### src/rtl/alu_operand_collector.sv
// Collects ALU operands that may arrive on different cycles and issues a one-cycle ce strobe.
// Issue latency is one cycle once all needed operands are present; a partial command times out after TIMEOUT wait cycles.
module alu_operand_collector #(
  parameter int N       = 8,
  parameter int TIMEOUT = 16
) (
  input  logic         clk,
  input  logic         rst,
  input  logic [1:0]   in_valid,
  input  logic [N-1:0] in_opa,
  input  logic [N-1:0] in_opb,
  input  logic [3:0]   in_cmd,
  input  logic         in_mode,
  input  logic         in_cin,
  input  logic         in_ce,
  output logic [N-1:0] opa,
  output logic [N-1:0] opb,
  output logic [3:0]   cmd,
  output logic         mode,
  output logic         cin,
  output logic         ce,
  output logic [1:0]   inp_valid,
  output logic         busy,
  output logic         timeout_err
);

  typedef enum logic [1:0] {IDLE, WAIT_A, WAIT_B} state_t;

  localparam logic [4:0] LP_TMO = 5'(TIMEOUT);

  state_t         r_state, w_next;
  logic [4:0]     r_cnt, w_cnt_nxt;
  logic [N-1:0]   r_pa, r_pb;
  logic [3:0]     r_pcmd;
  logic           r_pmode, r_pcin;
  logic           w_a_only, w_b_only, w_need_a, w_need_b;
  logic           w_issue, w_cap, w_tmo;
  logic [1:0]     w_issue_vld;

  assign w_a_only = in_mode ? (in_cmd == 4'd4 || in_cmd == 4'd5)
                            : (in_cmd == 4'd6 || in_cmd == 4'd8 || in_cmd == 4'd9);
  assign w_b_only = in_mode ? (in_cmd == 4'd6 || in_cmd == 4'd7)
                            : (in_cmd == 4'd7 || in_cmd == 4'd10 || in_cmd == 4'd11);
  assign w_need_a = !w_b_only;
  assign w_need_b = !w_a_only;
  assign busy     = (r_state != IDLE);

  always_ff @(posedge clk or negedge rst) begin
    if (!rst) begin
      r_state <= IDLE;
      r_cnt   <= 5'd0;
    end else begin
      r_state <= w_next;
      r_cnt   <= w_cnt_nxt;
    end
  end

  always_comb begin
    w_next      = r_state;
    w_cnt_nxt   = r_cnt;
    w_issue     = 1'b0;
    w_issue_vld = 2'b00;
    w_cap       = 1'b0;
    w_tmo       = 1'b0;
    case (r_state)
      IDLE: begin
        if (in_ce && in_valid != 2'b00) begin
          if ((!w_need_a || in_valid[0]) && (!w_need_b || in_valid[1])) begin
            w_issue     = 1'b1;
            w_issue_vld = in_valid;
          end else if (w_need_a && w_need_b) begin
            // Exactly one of the two required operands is present: park it.
            w_cap     = 1'b1;
            w_cnt_nxt = 5'd0;
            w_next    = in_valid[0] ? WAIT_B : WAIT_A;
          end
        end
      end
      WAIT_A, WAIT_B: begin
        if ((r_state == WAIT_A) ? in_valid[0] : in_valid[1]) begin
          w_issue     = 1'b1;
          w_issue_vld = 2'b11;
          w_next      = IDLE;
        end else if (r_cnt + 5'd1 == LP_TMO) begin
          w_tmo     = 1'b1;
          w_cnt_nxt = 5'd0;
          w_next    = IDLE;
        end else begin
          w_cnt_nxt = r_cnt + 5'd1;
        end
      end
      default: w_next = IDLE;
    endcase
  end

  // Parked fields live apart from the outputs so outputs only change on issue.
  always_ff @(posedge clk or negedge rst) begin
    if (!rst) begin
      r_pa    <= '0;
      r_pb    <= '0;
      r_pcmd  <= 4'd0;
      r_pmode <= 1'b0;
      r_pcin  <= 1'b0;
    end else if (w_cap) begin
      r_pa    <= in_opa;
      r_pb    <= in_opb;
      r_pcmd  <= in_cmd;
      r_pmode <= in_mode;
      r_pcin  <= in_cin;
    end
  end

  always_ff @(posedge clk or negedge rst) begin
    if (!rst) begin
      opa         <= '0;
      opb         <= '0;
      cmd         <= 4'd0;
      mode        <= 1'b0;
      cin         <= 1'b0;
      ce          <= 1'b0;
      inp_valid   <= 2'b00;
      timeout_err <= 1'b0;
    end else begin
      ce          <= w_issue;
      inp_valid   <= w_issue_vld;
      timeout_err <= w_tmo;
      if (w_issue) begin
        opa  <= (r_state == WAIT_B) ? r_pa : in_opa;
        opb  <= (r_state == WAIT_A) ? r_pb : in_opb;
        cmd  <= (r_state == IDLE) ? in_cmd  : r_pcmd;
        mode <= (r_state == IDLE) ? in_mode : r_pmode;
        cin  <= (r_state == IDLE) ? in_cin  : r_pcin;
      end
    end
  end

endmodule

### config.mk
export PLATFORM = sky130hd
export DESIGN_NAME = alu_operand_collector
export DESIGN_NICKNAME = d
export VERILOG_FILES = /design/src/rtl/alu_operand_collector.sv
export SDC_FILE = /design/constraint.sdc
export NUM_CORES = 1
export LEC_CHECK = 0
export BUFFER_PORTS_ARGS = -buffer_cell sky130_fd_sc_hd__buf_2
export CELL_PAD_IN_SITES_DETAIL_PLACEMENT = 1
export CELL_PAD_IN_SITES_GLOBAL_PLACEMENT = 1
export CORE_MARGIN = 4
export CORE_UTILIZATION = 47
export DETAILED_ROUTE_END_ITERATION = 10
export PLACE_DENSITY_LB_ADDON = 0.1
export REMOVE_ABC_BUFFERS = 1
export SKIP_CTS_REPAIR_TIMING = 1
export SYNTH_ARGS = -nofsm -noshare
export SYNTH_HDL_FRONTEND = slang
export SYNTH_SLANG_ARGS = --single-unit
export TNS_END_PERCENT = 5
### constraint.sdc
create_clock -name clk -period 7 [get_ports clk]
set_input_delay 0.7 -clock clk [delete_from_list [all_inputs] [get_ports clk]]
set_output_delay 0.7 -clock clk [all_outputs]
set_load 0.005 [all_outputs]
==> impl_metrics.yaml, run 1 <==
pwr:
  ir_worst_vdd_uv: 243
  powerDensity_nw_per_um2: 431
  total_leakage_power_nw: 1.42
cells_and_area:
  drive_gt1_share_pct: 49.3
  postLayoutCoreUtil_pct: 57.0
  area_delta_synth_final_pct: 16.0
  layout_common_cells: "mux2_2 (68), dfrtp_1 (55), buf_2 (53)"
  n_antenna_cell: 0
  final_nets: 303
  final_common_cell: "mux2_2"
critical_path:
  cp_max_fo: 23
  arrival_ns: 3.08
  path_class: "reg2reg"
  reg2reg_slack_ns: 4.12
  startpoint_type: "flop"
  required_ns: 7.19
  rr_worst_depth: 8
  end_kind: "flop"
timing:
  setup_viol_count_final: 0
  tightest_slew_ns: 0.754
  fin_crit_ns: 2.88
  hold_viol: 0
  finClkSkew_ns: 0.00938
  fin_crit_sh_pct: 41.2
  whs_ns: 0.503
  fin_tns_setup_ns: 0
  finalWorstSetupSlack_ns: 4.12
  slew_viol_final: 0
  rsz0062_at_grt: "no"
  max_slew_margin_pct: 49.7
  max_freq_mhz: 347
logic_synthesis:
  ys_seq_elements: 55
  ys.flop_type: "dfrtp_1"
  ys_warn_count: 0
  ys_types: 35
  synth_edf_count: 0
  synth_cells: 218
  syn_area_sq_um: 2740
  synth_area_per_cell_sq_um: 12.6
  synth_seq_area_share_pct: 50.3
  async_reset_ff_share_pct: 100
die:
  die_h_um: 84.3
  num_rows: 27
  dieArea_sq_um: 7110
  initial_core_util_pct: 49.1
  io_pins: 54
  coreArea_sq_um: 5570
  die_w_um: 84.3
detailed_routing:
  ant_nets: 0
  dr.pass1.iters: 4
  vias: 1886
  drt-total-wl_um: 5970
  viasPerCell: 5.48
  drc: 0
  drt_iter0_drc: 60
  wl_per_cell_um: 17.4
clock_tree:
  clkSinkCount: 55
  cts_tree: "built"
  clockBufferDepth: 2
  path_clk_slew_ns: 0.11
  cts-root-buf: "clkbuf_8"
  clock_latency_ns: 0.31
  cts_max_level: 2
  cts_buffers: 5
outcome:
  run_status: "completed"
place:
  dpl.hpwl_um: 4240
  dpl_worst_slack_ns: 4.11
  portBuffers: 53
  place.gp.congestion: 0.797
job:
  maxCapViolCount: 0
global_route:
  gr-usage-all-layers_pct: 17.8
  antenna_found_initial: 0
  grt_max_degree: 56
  grt_pass1_vias: 2074
  grt_pass1_wl_um: 10300
  grt_overflow: 0
worst_hold_path:
  hold_class: "in2async"
report_power, final:
group	switching (W)	internal, W	total (W)
clock network	0.000109	0.000108	0.000217
logic	0.000282	0.000322	0.000603
registers	0.0000821	0.000468	0.000550
registers in the layout, indices dropped and copies added, names as in the netlist:
register,count
opa,8
opb,8
r_pa,8
r_pb,8
r_cnt,5
cmd,4
r_pcmd,4
inp_valid,2
r_state,2
ce,1
cin,1
mode,1
r_pcin,1
r_pmode,1
timeout_err,1
worst max-delay path, cell delays in order, from the launching register on:
cell and delay [ns]:
dfrtp_1 0.43, inv_1 0.10, ha_1 0.49, mux2_2 0.35
nand2_1 0.17, o211a_1 0.22, a311oi_4 0.27, buf_4 0.35
mux2_2 0.38
synth_stat cells (2+ instances only):
master,instances,share of area (%)
nand3_1,7,1.3
a31oi_1,7,1.6
o211a_1,2,0.73
nand2b_1,2,0.46
mux2_2,68,28
o211ai_1,3,0.82
mux2i_1,2,0.73
nand2_1,12,1.6
nor2b_1,3,0.69
o21ai_0,6,1.1
a21oi_1,5,0.91
buf_6,2,0.82
ha_1,5,2.3
nor2_1,4,0.55
clkbuf_1,6,0.82
nand4_1,3,0.69
dfrtp_1,55,50
inv_1,8,1.1
nor3_1,2,0.37
routing by layer:
metal | up-vias | track usage (%) | routed length [um]
met2 | 39 | 29.3 | 2920
met3 | 6 | 4.22 | 256
li1 | 897 | - | -
met1 | 944 | 24.1 | 2730
met4 | 0 | 3.88 | 63
met5 | - | 0 | 0
per-stage QoR:
step | instances | power (W) | cell area (sq um)
after floorplan | 208 | 0.000951 | 2680
after global placement | 336 | 0.00114 | 3060
after detailed placement | 336 | 0.00117 | 3060
after CTS | 344 | 0.00139 | 3180
after global routing | 344 | 0.00148 | 3180
final | 344 | 0.00137 | 3180
cell type report:
| type | count | area, sq um |
|---|---|---|
| repair buffers | 56 | 288 |
| flip-flops and latches | 55 | 1380 |
| inverters | 8 | 30.0 |
| fillers | 607 | 2400 |
| multi-input cells | 145 | 1280 |
| clock inverters | 3 | 46.3 |
| clock buffers | 5 | 68.8 |
| well taps | 72 | 90.1 |
final timing paths:
kind                             from         to
setup / recovery           r_state[1]     opb[1]
hold / removal                    rst   r_cnt[3]
setup reg to reg           r_state[1]     opb[1]
hold reg to reg               r_pa[5]    r_pa[5]
max in group asynchronous         rst  r_pcmd[3]
min in group clk              r_pa[5]    r_pa[5]
cells by family (layout without fill, tap and decap cells):
kind of cell / after synthesis / count (layout) / synth area share (%)
buf+inv: 18 / 72 / 3.15
simple gates: 39 / 39 / 7.26
fa+ha+maj: 5 / 5 / 2.28
xor+xnor: 1 / 1 / 0.320
flops: 55 / 55 / 50.3
mux: 70 / 70 / 28.7
compound gates: 30 / 30 / 8.04
(Power assumes the default switching activity.)
==> inputs of run 2 (changes only) <==
- CORE_UTILIZATION: 47 -> 44
- clock period: 7 -> 2.8 ns (I/O delays scaled with it)
==> run 2 against run 1 <==
Against the previous run:
- wire length rose by 1.4%
- hold slack lost 0.47 ns
- cell count increased by 2.0%
- sequential cell count unchanged
- critical path depth shrank 1
- total power increased to 2.5 times the previous value
- die area is 6.2% higher
- worst setup slack worse by 3.7 ns
==> impl_metrics.yaml, run 2 (same netlist as run 1, synthesis figures left out) <==
outcome:
  run_status: "completed"
pwr:
  clkPwrFrac_pct: 15.0
  power_frac_comb_pct: 45.5
  total_leakage_power_nw: 1.45
  intPower_w: 0.00229
  p_sw_w: 0.00116
  seqPwrFrac_pct: 39.4
  swShare_pct: 33.7
  ir_worst_vdd_uv: 507
  powerDensity_nw_per_um2: 1070
critical_path:
  rr_worst_depth: 7
  cp_max_fo: 23
  reg2reg_from: "r_state[0]"
  r2r_end: "opb[6]"
  end_kind: "flop"
  path_class: "reg2reg"
  reg2reg_slack_ns: 0.46
  startpoint_type: "flop"
  required_ns: 2.99
  arrival_ns: 2.53
clock_tree:
  cts_buffers: 5
  clockBufferDepth: 2
  cts_max_level: 2
  clkSinkCount: 55
  cts_tree: "built"
  path_clk_slew_ns: 0.10
  clock_latency_ns: 0.30
  cts-root-buf: "clkbuf_8"
detailed_routing:
  vias: 1906
  ant_nets: 0
  dr.pass1.iters: 4
  drt_iter0_drc: 24
  wl_per_cell_um: 17.3
  drc: 0
  viasPerCell: 5.43
  drt-total-wl_um: 6060
cells_and_area:
  final_cells: 351
  drive_gt1_share_pct: 50.0
  layout_common_cells: "mux2_2 (68), dfrtp_1 (55), buf_2 (53)"
  area_delta_synth_final_pct: 17.7
  regArea_sq_um: 1380
  final_common_cell: "mux2_2"
  postLayoutCoreUtil_pct: 53.8
  multiInputGateArea_sq_um: 1280
  final_nets: 308
  n_antenna_cell: 0
  fill_cells: 652
place:
  dpl.hpwl_um: 4410
  dpl_worst_slack_ns: 0.486
  place.gp.congestion: 0.802
  dp.cells: 344
  portBuffers: 53
job:
  maxCapViolCount: 0
timing:
  hold_viol: 0
  rsz0062_at_grt: "no"
  max_freq_mhz: 428
  fin_tns_setup_ns: 0
  fin_crit_ns: 2.34
  max_slew_margin_pct: 43.5
  tightest_slew_ns: 0.846
  slew_viol_final: 0
  setup_viol_count_final: 0
  finClkSkew_ns: 0.00364
  fin_crit_sh_pct: 83.5
  finalWorstSetupSlack_ns: 0.462
die:
  initial_core_util_pct: 45.7
  dieArea_sq_um: 7550
  coreArea_sq_um: 5990
  die_w_um: 86.9
  die_h_um: 86.9
  num_rows: 28
  io_pins: 54
global_route:
  antenna_found_initial: 0
  gr-usage-all-layers_pct: 17.2
  grt_overflow: 0
  grt_max_degree: 32
  grt_pass1_wl_um: 10100
  grt_pass1_vias: 2052
worst_hold_path:
  hold_class: "in2async"
==> run 2: critical path, stage by stage (launching register included) <==
cell and delay (ns):
dfrtp_1 0.44, ha_1 0.24, mux2_2 0.31, nand2_1 0.16
o211a_1 0.17, a311oi_4 0.32, buf_12 0.22, mux2_2 0.36
==> run 2: area by class of cell <==
cell class / count / share of cell area [%]
well taps: 75 / 2.91
flip-flops and latches: 55 / 42.7
clock buffers: 5 / 2.14
clock inverters: 2 / 1.16
repair buffers: 61 / 10.5
inverters: 8 / 0.932
multi-input cells: 145 / 39.7
==> run 2: worst max path at each step <==
stage                  end  slack [ns]        from  depth (start not counted)
floorplan              cin         0.1  r_state[1]                          7
global placement    cmd[3]        0.55  r_state[0]                          7
detailed placement  opb[6]        0.49  r_state[0]                          7
CTS                 opb[6]        0.46  r_state[0]                          7
global route        opb[2]        0.36  r_state[0]                          7
finish              opb[6]        0.46  r_state[0]                          7
==> run 2: per-layer routing <==
layer	GRT usage, %	wire length (um)	vias to the layer above
li1	-	-	908
met1	23.2	2790	952
met2	27.7	2900	38
met3	4.16	274	8
met4	4.82	89	0
met5	0	0	-
==> run 2: power groups by stage <==
stage / Sequential [W] / Combinational, W / Clock [W]
final: 0.00136 / 0.00157 / 0.000519
after global routing: 0.00142 / 0.00175 / 0.000572
after global placement: 0.00136 / 0.00155 / 0
after detailed placement: 0.00138 / 0.00159 / 0
after floorplan: 0.00136 / 0.00102 / 0
after CTS: 0.00137 / 0.00160 / 0.000542
==> run 2: metrics by stage <==
stage               power [W]  instance area (sq um)  hold slack, ns
global placement      0.00291                   3120           0.385
global route          0.00373                   3220          0.0744
finish                0.00345                   3220          0.0372
CTS                   0.00351                   3220          0.0436
detailed placement    0.00298                   3120           0.387
floorplan             0.00238                   2680         -0.0156
==> inputs of run 3 (changes only) <==
- clock period: 2.8 -> 2.3 ns (I/O delays scaled with it)
==> run 3 against run 2 <==
Against the previous run:
- the flow now finishes with violations (hold timing)
- critical path type unchanged
- die area unchanged
- clock power up 8.1%
- maximum frequency up 5.4%
- wire length up 1.8%
- critical path depth up 2
==> impl_metrics.yaml, run 3 (same netlist as run 1, synthesis figures left out) <==
timing:
  max_slew_margin_pct: 53.0
  whs_ns: -0.0376
  max_freq_mhz: 451
  hold_viol: 29
  setup_viol_count_final: 0
  tightest_slew_ns: 0.704
  fin_crit_sh_pct: 96.4
  fin_crit_ns: 2.22
  finalWorstSetupSlack_ns: 0.0829
  finClkSkew_ns: 0.00725
  slew_viol_final: 0
global_route:
  grt_max_degree: 32
  antenna_found_initial: 0
  grt_overflow: 0
  gr-usage-all-layers_pct: 16.7
  grt_pass1_wl_um: 10000
  grt_pass1_vias: 2052
pwr:
  intPower_w: 0.00281
  powerDensity_nw_per_um2: 1300
  ir_worst_vdd_uv: 640
  seqPwrFrac_pct: 38.8
  power_frac_comb_pct: 48.1
  total_leakage_power_nw: 1.48
  clkPwrFrac_pct: 13.1
  p_sw_w: 0.00146
  swShare_pct: 34.2
detailed_routing:
  drt-total-wl_um: 6170
  drt_iter0_drc: 40
  wl_per_cell_um: 17.2
  vias: 1958
  dr.pass1.iters: 4
  drc: 0
  viasPerCell: 5.47
  ant_nets: 0
critical_path:
  crit_path_start: "r_state[1]"
  reg2reg_slack_ns: 0.08
  required_ns: 2.50
  arrival_ns: 2.41
  reg2reg_from: "r_state[1]"
  end_kind: "flop"
  path_class: "reg2reg"
  cp_max_fo: 6
  startpoint_type: "flop"
cells_and_area:
  drive_gt1_share_pct: 51.2
  layout_common_cells: "mux2_2 (68), dfrtp_1 (55), buf_2 (53)"
  n_antenna_cell: 0
  area_delta_synth_final_pct: 20.3
  final_common_cell: "mux2_2"
  postLayoutCoreUtil_pct: 55.0
  final_cells: 358
  final_nets: 314
clock_tree:
  clockBufferDepth: 2
  clkSinkCount: 55
  cts_buffers: 5
  cts_max_level: 2
  cts_tree: "built"
  cts-root-buf: "clkbuf_8"
  path_clk_slew_ns: 0.10
  clock_latency_ns: 0.30
die:
  coreArea_sq_um: 5990
  die_w_um: 86.9
  die_h_um: 86.9
  io_pins: 54
  initial_core_util_pct: 45.7
  num_rows: 28
  dieArea_sq_um: 7550
place:
  dpl.hpwl_um: 4380
  place.gp.congestion: 0.800
  dpl_worst_slack_ns: 0.0830
  dp.cells: 346
  portBuffers: 53
outcome:
  violations: "hold timing"
  run_status: "finished, violations left"
worst_hold_path:
  hold_class: "in2async"
job:
  maxCapViolCount: 0
## run 3: cell count changes in the layout (fill, tap and decap cells not counted)
| cell | previous run | this run |
|---|---|---|
| buf_12 | 1 | 2 |
| buf_4 | 7 | 10 |
| buf_6 | 0 | 1 |
| bufinv_16 | 1 | 0 |
| clkbuf_16 | 0 | 1 |
| clkbuf_8 | 5 | 6 |
| clkinv_4 | 0 | 1 |
## run 3: per-layer routing
metal | vias to the layer above | track usage [%] | routed length, um
met2 | 40 | 27.4 | 3000
met5 | - | 0 | 0
met3 | 6 | 3.50 | 279
met1 | 986 | 22.9 | 2830
li1 | 926 | - | -
met4 | 0 | 3.40 | 48
## run 3: final cells by class
cell class | instances | area [sq um]
sequential | 55 | 1380
inverter | 8 | 30.0
clock inverter | 2 | 16.3
clock buffer | 6 | 82.6
multi-input combinational | 145 | 1280
timing repair buffer | 67 | 417
fill | 653 | 2700
tap | 75 | 93.8
## run 3: power by group through the flow
| stage | clock network, W | registers, W | logic [W] |
|---|---|---|---|
| after floorplan | 0 | 0.00165 | 0.00124 |
| after global placement | 0 | 0.00166 | 0.00191 |
| after detailed placement | 0 | 0.00168 | 0.00197 |
| after CTS | 0.000594 | 0.00167 | 0.00197 |
| after global routing | 0.000626 | 0.00172 | 0.00225 |
| final | 0.000561 | 0.00166 | 0.00205 |
## run 3: through the flow
step	hold slack, ns	TNS [ns]	total power, W	area [sq um]
floorplan	-0.0656	-14.97	0.00289	2680
global placement	0.325	0	0.00357	3140
detailed placement	0.331	0	0.00365	3140
CTS	-0.00636	0	0.00423	3240
global route	0.00507	-0.00388	0.00460	3290
finish	-0.0376	0	0.00427	3290
## run 3: final timing paths
check,end,cells past startpoint
max,opb[7],9
min,timeout_err,1
max reg2reg,opb[7],9
min reg2reg,r_pa[5],1
max in group asynchronous,r_pa[7],2
min in group clk,r_pb[6],2
## run 3: worst max-delay path, stage by stage (launching register included)
cell and delay [ns]:
dfrtp_1 0.41, inv_1 0.08, ha_1 0.20, mux2_2 0.24, nand2_1 0.13, o211a_1 0.17
a311oi_4 0.21, buf_4 0.18, clkbuf_16 0.15, mux2_2 0.33
